**config.mk**
```make
export PLATFORM = sky130hd
export DESIGN_NAME = puf_challenge_ctrl
export DESIGN_NICKNAME = d
export VERILOG_FILES = /design/src/rtl/puf_challenge_ctrl.sv
export SDC_FILE = /design/constraint.sdc
export NUM_CORES = 1
export LEC_CHECK = 0
export CAP_MARGIN = 0
export CORE_UTILIZATION = 45
export DETAILED_ROUTE_END_ITERATION = 10
export GPL_TIMING_DRIVEN = 0
export PLACE_DENSITY = 0.77
export SYNTH_ARGS = -nofsm -noshare
export SYNTH_HDL_FRONTEND = slang
export SYNTH_SLANG_ARGS = --single-unit
```
**constraint.sdc**
```tcl
create_clock -name clk -period 4.1 [get_ports clk]
set_input_delay 0.82 -clock clk [delete_from_list [all_inputs] [get_ports clk]]
set_output_delay 0.82 -clock clk [all_outputs]
set_load 0.01 [all_outputs]
```
**src/rtl/puf_challenge_ctrl.sv**
```systemverilog
// Ring-oscillator PUF challenge sequencer with response capture and compare.
// Define PUF_MAJORITY_EN for three-vote majority per response bit.
module puf_challenge_ctrl #(
  parameter int RESP_BITS     = 8,
  parameter int SETTLE_CYCLES = 64,
  parameter int EVAL_CYCLES   = 256
) (
  input  logic                 clk,
  input  logic                 rst,
  input  logic                 start,
  input  logic [RESP_BITS-1:0] expected,
  output logic                 puf_enable,
  output logic [1:0]           puf_challenge,
  input  logic                 puf_response,
  output logic                 busy,
  output logic                 done,
  output logic [RESP_BITS-1:0] response,
  output logic                 match,
  output logic                 unstable
);
  localparam int IW = $clog2(RESP_BITS + 1);

  localparam logic [2:0] S_IDLE   = 3'd0;
  localparam logic [2:0] S_SETTLE = 3'd1;
  localparam logic [2:0] S_EVAL   = 3'd2;
  localparam logic [2:0] S_SAMPLE = 3'd3;
  localparam logic [2:0] S_DONE   = 3'd4;

  localparam logic [15:0]   SET_LD   = 16'(SETTLE_CYCLES - 1);
  localparam logic [15:0]   EVL_LD   = 16'(EVAL_CYCLES - 1);
  localparam logic [IW-1:0] LAST_BIT = IW'(RESP_BITS - 1);

  logic [2:0]           state_q, state_d;
  logic [15:0]          cnt_q, cnt_d;
  logic [IW-1:0]        bit_q, bit_d, bit_nx;
  logic [RESP_BITS-1:0] exp_q, exp_d;
  logic [RESP_BITS-1:0] resp_q, resp_d;
  logic [1:0]           chal_q, chal_d, chal_nx;
  logic                 en_q, en_d;
  logic                 busy_q, busy_d;
  logic                 done_q, done_d;
  logic                 match_q, match_d;
  logic                 unst_q, unst_d;
  logic [1:0]           sync_q;
  logic                 smp, last_vote, bit_val, split;

  assign smp    = sync_q[1];
  assign bit_nx = bit_q + IW'(1);

  // Challenge is the low two bits of the bit index, so it wraps every 4 bits.
  if (IW >= 2) begin : g_chal
    assign chal_nx = bit_nx[1:0];
  end else begin : g_chal1
    assign chal_nx = {1'b0, bit_nx};
  end

`ifdef PUF_MAJORITY_EN
  logic [1:0] v_q;
  logic [1:0] votes_q;

  assign last_vote = (v_q == 2'd2);
  assign bit_val   = (votes_q[0] & votes_q[1]) |
                     (votes_q[0] & smp) |
                     (votes_q[1] & smp);
  assign split     = !((votes_q[0] == votes_q[1]) &&
                       (votes_q[1] == smp));

  always_ff @(posedge clk) begin
    if (rst) begin
      v_q     <= '0;
      votes_q <= '0;
    end else if (state_q == S_IDLE && start) begin
      v_q <= '0;
    end else if (state_q == S_SAMPLE) begin
      if (last_vote) begin
        v_q <= '0;
      end else begin
        v_q              <= v_q + 2'd1;
        votes_q[v_q[0]]  <= smp;
      end
    end
  end
`else
  assign last_vote = 1'b1;
  assign bit_val   = smp;
  assign split     = 1'b0;
`endif

  always_comb begin
    state_d = state_q;
    cnt_d   = cnt_q;
    bit_d   = bit_q;
    exp_d   = exp_q;
    resp_d  = resp_q;
    chal_d  = chal_q;
    en_d    = en_q;
    busy_d  = busy_q;
    done_d  = 1'b0;
    match_d = match_q;
    unst_d  = unst_q;
    unique case (state_q)
      S_IDLE: begin
        if (start) begin
          state_d = S_SETTLE;
          cnt_d   = SET_LD;
          bit_d   = '0;
          exp_d   = expected;
          resp_d  = '0;
          match_d = 1'b0;
          unst_d  = 1'b0;
          chal_d  = 2'd0;
          en_d    = 1'b0;
          busy_d  = 1'b1;
        end
      end
      S_SETTLE: begin
        cnt_d = cnt_q - 16'd1;
        if (cnt_q == '0) begin
          state_d = S_EVAL;
          cnt_d   = EVL_LD;
          en_d    = 1'b1;
        end
      end
      S_EVAL: begin
        cnt_d = cnt_q - 16'd1;
        if (cnt_q == '0) begin
          state_d = S_SAMPLE;
          cnt_d   = '0;
        end
      end
      S_SAMPLE: begin
        state_d = S_SETTLE;
        cnt_d   = SET_LD;
        en_d    = 1'b0;
        if (last_vote) begin
          for (int j = 0; j < RESP_BITS; j++) begin
            if (bit_q == IW'(j)) resp_d[j] = bit_val;
          end
          unst_d = unst_q | split;
          if (bit_q == LAST_BIT) begin
            state_d = S_DONE;
            cnt_d   = '0;
            busy_d  = 1'b0;
            done_d  = 1'b1;
            match_d = (resp_d == exp_q);
          end else begin
            bit_d  = bit_nx;
            chal_d = chal_nx;
          end
        end
      end
      S_DONE: begin
        state_d = S_IDLE;
      end
      default: begin
        state_d = S_IDLE;
      end
    endcase
  end

  always_ff @(posedge clk) begin
    if (rst) begin
      state_q <= S_IDLE;
      cnt_q   <= '0;
      bit_q   <= '0;
      exp_q   <= '0;
      resp_q  <= '0;
      chal_q  <= '0;
      en_q    <= 1'b0;
      busy_q  <= 1'b0;
      done_q  <= 1'b0;
      match_q <= 1'b0;
      unst_q  <= 1'b0;
      sync_q  <= '0;
    end else begin
      state_q <= state_d;
      cnt_q   <= cnt_d;
      bit_q   <= bit_d;
      exp_q   <= exp_d;
      resp_q  <= resp_d;
      chal_q  <= chal_d;
      en_q    <= en_d;
      busy_q  <= busy_d;
      done_q  <= done_d;
      match_q <= match_d;
      unst_q  <= unst_d;
      sync_q  <= {sync_q[0], puf_response};
    end
  end

  assign puf_enable    = en_q;
  assign puf_challenge = chal_q;
  assign busy          = busy_q;
  assign done          = done_q;
  assign response      = resp_q;
  assign match         = match_q;
  assign unstable      = unst_q;
endmodule
```
**Word-level counts from Yosys, hierarchy flattened**

Cells that the tools add are included.

- Output and inout bits: 15
- Word-level logic and storage cells: 87
- Register bits: 47

- Add/sub/neg operators: 2
- Mux-type cells: 43
- Reductions and logical operators: 14
- Bitwise operators: 1
- Eq/ne operators: 16

Operators with widths:

| kind | count |
|---|---|
| $pmux 16 s4 | 1 |
| $mux 16 | 3 |
| $mux 1 | 22 |
| $eq 4x3->1 const B | 4 |
| $logic_not 16->1 | 1 |
| $pmux 8 s2 | 1 |
| $sub 16x1->16 const B | 1 |
| $mux 3 | 4 |
| $pmux 3 s4 | 1 |
| $reduce_and 3->1 | 4 |
| $ne 2x2->1 const B | 5 |
| $eq 4x2->1 const B | 2 |
| $eq 8x8->1 | 1 |
| $mux 4 | 2 |
| $mux 8 | 1 |
| $pmux 4 s2 | 1 |
| $eq 3x2->1 const B | 2 |
| $mux 6 | 1 |
| $reduce_and 2->1 | 3 |
| $add 4x1->4 const B | 1 |
| $eq 4x1->1 const B | 1 |
| $logic_not 4->1 | 1 |
| $mux 2 | 2 |
| $pmux 1 s2 | 2 |
| 9 further kinds | 9 |

**Logic depth before layout (Yosys ltp)**

- Depth after elaboration: 6
- Gate-level depth with buffers: 8
- Depth with buffers taken out: 7

**Worst setup path after synthesis**

OpenSTA, ideal clock, no wires.

- Path kind: input -> register
- Start: in start
- End: reg resp_q[6] (netlist: response[6])
- Cell stages on the path: 5
- Data required time: 3.972 ns
- Setup time: 0.128 ns
- Path buffers: 0
- Data arrival time: 1.873 ns
- Path slack: 2.100 ns
- Cell sequence: or4b_2 -> nand2_1 -> o21ai_0 -> a22oi_1 -> nor2_1

- Word-level cells in the longest chain between the ends: 2

Ends and longest elaborated chain:

| item | RTL line | source |
|---|---|---|
| start, declared | 10 | `input logic start,` |
| $ne 2x2->1 (no line) | n/a |  |
| $reduce_and 2->1 (no line) | n/a |  |
| end signal, assigned | 180 | `resp_q <= resp_d;` |
| end, declared | 37 | `logic [RESP_BITS-1:0] resp_q, resp_d;` |

No other way between the ends.
A chain may end at the register's enable or synchronous reset.

**Worst setup path after layout**

- Start: in start
- End: reg cnt_q[7]

- Word-level cells in the longest chain between the ends: 2

Ends and longest elaborated chain:

| item | RTL line | source |
|---|---|---|
| $ne 2x2->1 (no line) | n/a |  |
| $reduce_and 2->1 (no line) | n/a |  |
| end signal, assigned | 177 | `cnt_q <= cnt_d;` |
| end, declared | 34 | `logic [15:0] cnt_q, cnt_d;` |

No other way between the ends.

==> implementation parameters <==
Parameter                              Value

Timing
  Smallest setup slack after layout    1.63 ns
  Setup-failing EPs final    0
  Worst relative slew slack    51.5%
  Total count of hold-check failures in the final report    0
  Tcrit/Tclk final    60.4%
  Pin slew with the least headroom to its limit    0.724 ns
  Setup skew after layout    0.0111 ns
  Hold Slack    0.445 ns
  Minimum period implied by the final worst setup slack    2.47 ns
  Final slew viol count    0
  Peak Freq    0.404 GHz
  RSZ-0062 raised after global routing    false
  Post-route setup TNS    0 ns

Pwr
  Leak pwr    1.04 nW
  Share of total power consumed by net switching    32.4%
  Combinational share of power    24.8%
  Clock share of power    26.8%
  Switching power    0.000329 W
  Cell area power density    353 nW/um2
  Internal power    0.000688 W
  Seq pwr share    48.4%
  Worst supply voltage drop on vdd    262 uV

Logic synthesis
  Predominant post-synthesis flop cell    dfxtp_1
  Avg Inst Size Synth    8.37 um2
  Nets in the synthesized netlist    313
  Distinct cell type count after synthesis    56
  Sequential area share after synthesis    36.5%
  Share of synthesized flip-flops with an asynchronous set or reset    0%
  Yosys reg bits    45
  Number of enable-type register cells in the synthesized netlist    0
  Synthesized instance count    295
  Cell area after synthesis    2470 um2
  Total number of yosys warnings    0

Worst setup path
  Crit-path slowest cell    clkdlybuf4s50_1
  R2r worst-path depth    7
  Crit path launch type    primary input
  Biggest cell delay along the critical path    0.52 ns
  Reg-to-reg critical path endpoint    cnt_q[4]
  Critical setup path kind    primary input to flop
  Critical Path Start    start
  Nature of the critical path endpoint    flop
  Required time worst endpoint    4.30 ns
  Largest fanout on the critical path    10
  Kind of cell with the highest combined delay on the critical path    compound AO/OA/AOI/OAI gates
  Data arrival time of the critical path    2.67 ns
  Number of buffers and inverters on the critical path    1
  Origin of the critical flop-to-flop path    cnt_q[0]
  Cell Chain, Critical Path    clkdlybuf4s50_1, nor3_1, nor2_1, a21boi_0, o21ai_0, a32o_1
  Reg2Reg Setup Slack    1.92 ns

Detailed routing
  Iteration count of the initial detailed-routing pass    4
  Number of DRC markers in iteration 0    166
  Mean number of vias per cell    5.66
  Average routed wire per standard cell    14.2 um
  Final wirelength    5.64 mm
  Antenna Violating Nets Remaining    0
  Post-route DRC violation count    0
  Via count    2247

Global routing
  Global routing usage on met1    29.2%
  Met3 GRT Util    4.43%
  Largest net degree at the start of global routing    15
  Antenna violations before repair    0
  Global-route layer with the greatest usage    met2
  GRT Resource Usage Total    20.4%
  Via count of the first global-routing pass    1975
  Global-route wire length before repair    9.47 mm
  Met2 GRT Util    30.2%
  Overflow left after global routing    0

Cells and area
  Final Non-Filler Cells    397
  Final design instance area without fill    2880 um2
  Synthesis-to-finish area growth    16.8%
  Final-stage net count    344
  Share of final-layout standard cells stronger than drive strength 1    9.48%
  Number of diodes    0

Place
  Total cell area at the placement stage    2800 um2
  Port Buffer Count    24
  Last weighted congestion value of the routability-driven placer    0.904
  Post-detail-place hpwl    4.11 mm
  Worst slack after detailed placement    1.31 ns
  Placed insts    389

Die
  Top Ports    27
  Placeable Area    5200 um2
  Vertical die dimension    76.1 um
  Total Die Area    5790 um2
  Die X-Extent    76.1 um
  Initial core utilization    47.5%
  Placement Rows    26

Hold path
  Type of the tightest min-delay check    flop to flop
  Worst hold path endpoint    sync_q[1]
  Worst Hold Launch    sync_q[0]
  Worst hold path stage count    1

Clock network
  Clock-pin slew on the worst setup and hold paths    0.09 ns
  Max Root-Sink Buffers    2
  Clock tree from TritonCTS    built
  CTS Buf Count    5
  CTS Root Cell    clkbuf_8
  CTS sink cnt    45
  Cts repair resizes    0
  Latest clock arrival within the worst-skew pair    0.30 ns
  Number of hold-repair buffers added at the cts stage    0
  H-Tree Depth    2
  Post-CTS Repair Setup Buffers    0

Outcome
  Result of the run    completed

Run
  Maxcap violations    0
## worst max path at each step
stage,to,slack [ns],cells after the start
2_1_floorplan,response[6],2.10,5
3_3_place_gp,cnt_q[6],1.34,6
3_5_place_dp,cnt_q[7],1.31,6
4_1_cts,cnt_q[7],1.64,6
5_1_grt,cnt_q[6],1.52,6
6_report,cnt_q[7],1.63,6
## logic make-up (layout without fill, tap and decap cells)
logic type | Yosys count | after routing | share of synthesized area [%]
simple gates | 127 | 127 | 28.2
buf+inv | 29 | 61 | 6.08
compound gates | 62 | 62 | 16.3
mux | 9 | 9 | 4.15
xor+xnor | 16 | 16 | 5.67
fa+ha+maj | 6 | 6 | 3.04
other cells | 1 | 1 | 0.152
flops | 45 | 45 | 36.5
## registers in the layout (all words and copies together) (netlist names)
name and cells:
puf_enable 1, exp_q 8, cnt_q 16, bit_q 4, done 1, response 8
sync_q 2, busy 1, state_q 3, match 1
## layout make-up
cell class                 instances  area [um2]
fill                             500        2320
multi-input combinational        221        1420
sequential                        45         901
timing repair buffer              24         240
buffer                            20         116
tap                               70        87.6
clock buffer                       5        68.8
inverter                           9        33.8
clock inverter                     3        17.5
## per-stage QoR
step	power, W	util, %
2_1_floorplan	0.000687	-
3_3_place_gp	0.000746	53.8
3_5_place_dp	0.000751	53.8
4_1_cts	0.00102	55.4
6_report	0.00102	55.4
5_1_grt	0.00107	55.4
## layout by cell type (no fill, tap or decap), types with 2 or more instances in the layout
cell	n
nand2b_1	8
nor3_1	9
dfxtp_1	45
nand4_1	7
xnor2_1	4
mux2i_1	8
o211ai_1	2
a32o_1	2
nor2_1	37
a21boi_0	2
buf_6	3
clkbuf_8	5
buf_2	2
o31ai_1	2
o21ai_0	15
inv_1	9
or4_1	2
nand3_1	8
nor2b_1	5
a21oi_1	12
nor3b_1	2
ha_1	6
nand3b_1	4
xor2_1	12
or2_2	2
clkdlybuf4s50_1	24
and3b_2	3
a31oi_1	3
nand2_1	23
buf_4	4
a211oi_1	6
a22oi_1	8
nor4_1	6
clkinv_2	2
o21ai_1	2
clkbuf_1	9
## worst register-to-register path, cell delays in order, from the launching register on
cell and delay (ns):
dfxtp_1 0.38, inv_1 0.09, ha_1 0.22, nor4b_1 0.16
and4_1 0.26, o31ai_1 0.52, o21ai_0 0.20, a211oi_1 0.27
## Yosys cell counts, types with 5 or more instances
cell | count | share of area (%)
nor2b_1 | 5 | 1.3
nor3_1 | 9 | 1.8
clkbuf_1 | 9 | 1.4
xor2_1 | 12 | 4.3
mux2i_1 | 8 | 3.2
dfxtp_1 | 45 | 36
nand4_1 | 7 | 1.8
nand2b_1 | 8 | 2.0
ha_1 | 6 | 3.0
nor4_1 | 6 | 1.5
a21oi_1 | 12 | 2.4
a211oi_1 | 6 | 1.8
nor2_1 | 37 | 5.6
inv_1 | 9 | 1.4
o21ai_0 | 15 | 3.0
nand3_1 | 8 | 1.6
nand2_1 | 23 | 3.5
a22oi_1 | 8 | 2.4
## power groups by stage
stage	Sequential (W)	Clock [W]	Combinational, W
after floorplan	0.000497	0	0.000191
after global placement	0.000501	0	0.000245
after detailed placement	0.000502	0	0.000249
after CTS	0.000492	0.000279	0.000251
after global routing	0.000497	0.000295	0.000284
final	0.000492	0.000272	0.000253
## metal layers
metal	vias to the layer above	wire, um
met5	-	0
met4	0	96
met3	7	370
met2	70	2510
met1	1066	2660
li1	1104	-
(Power assumes the default switching activity.)
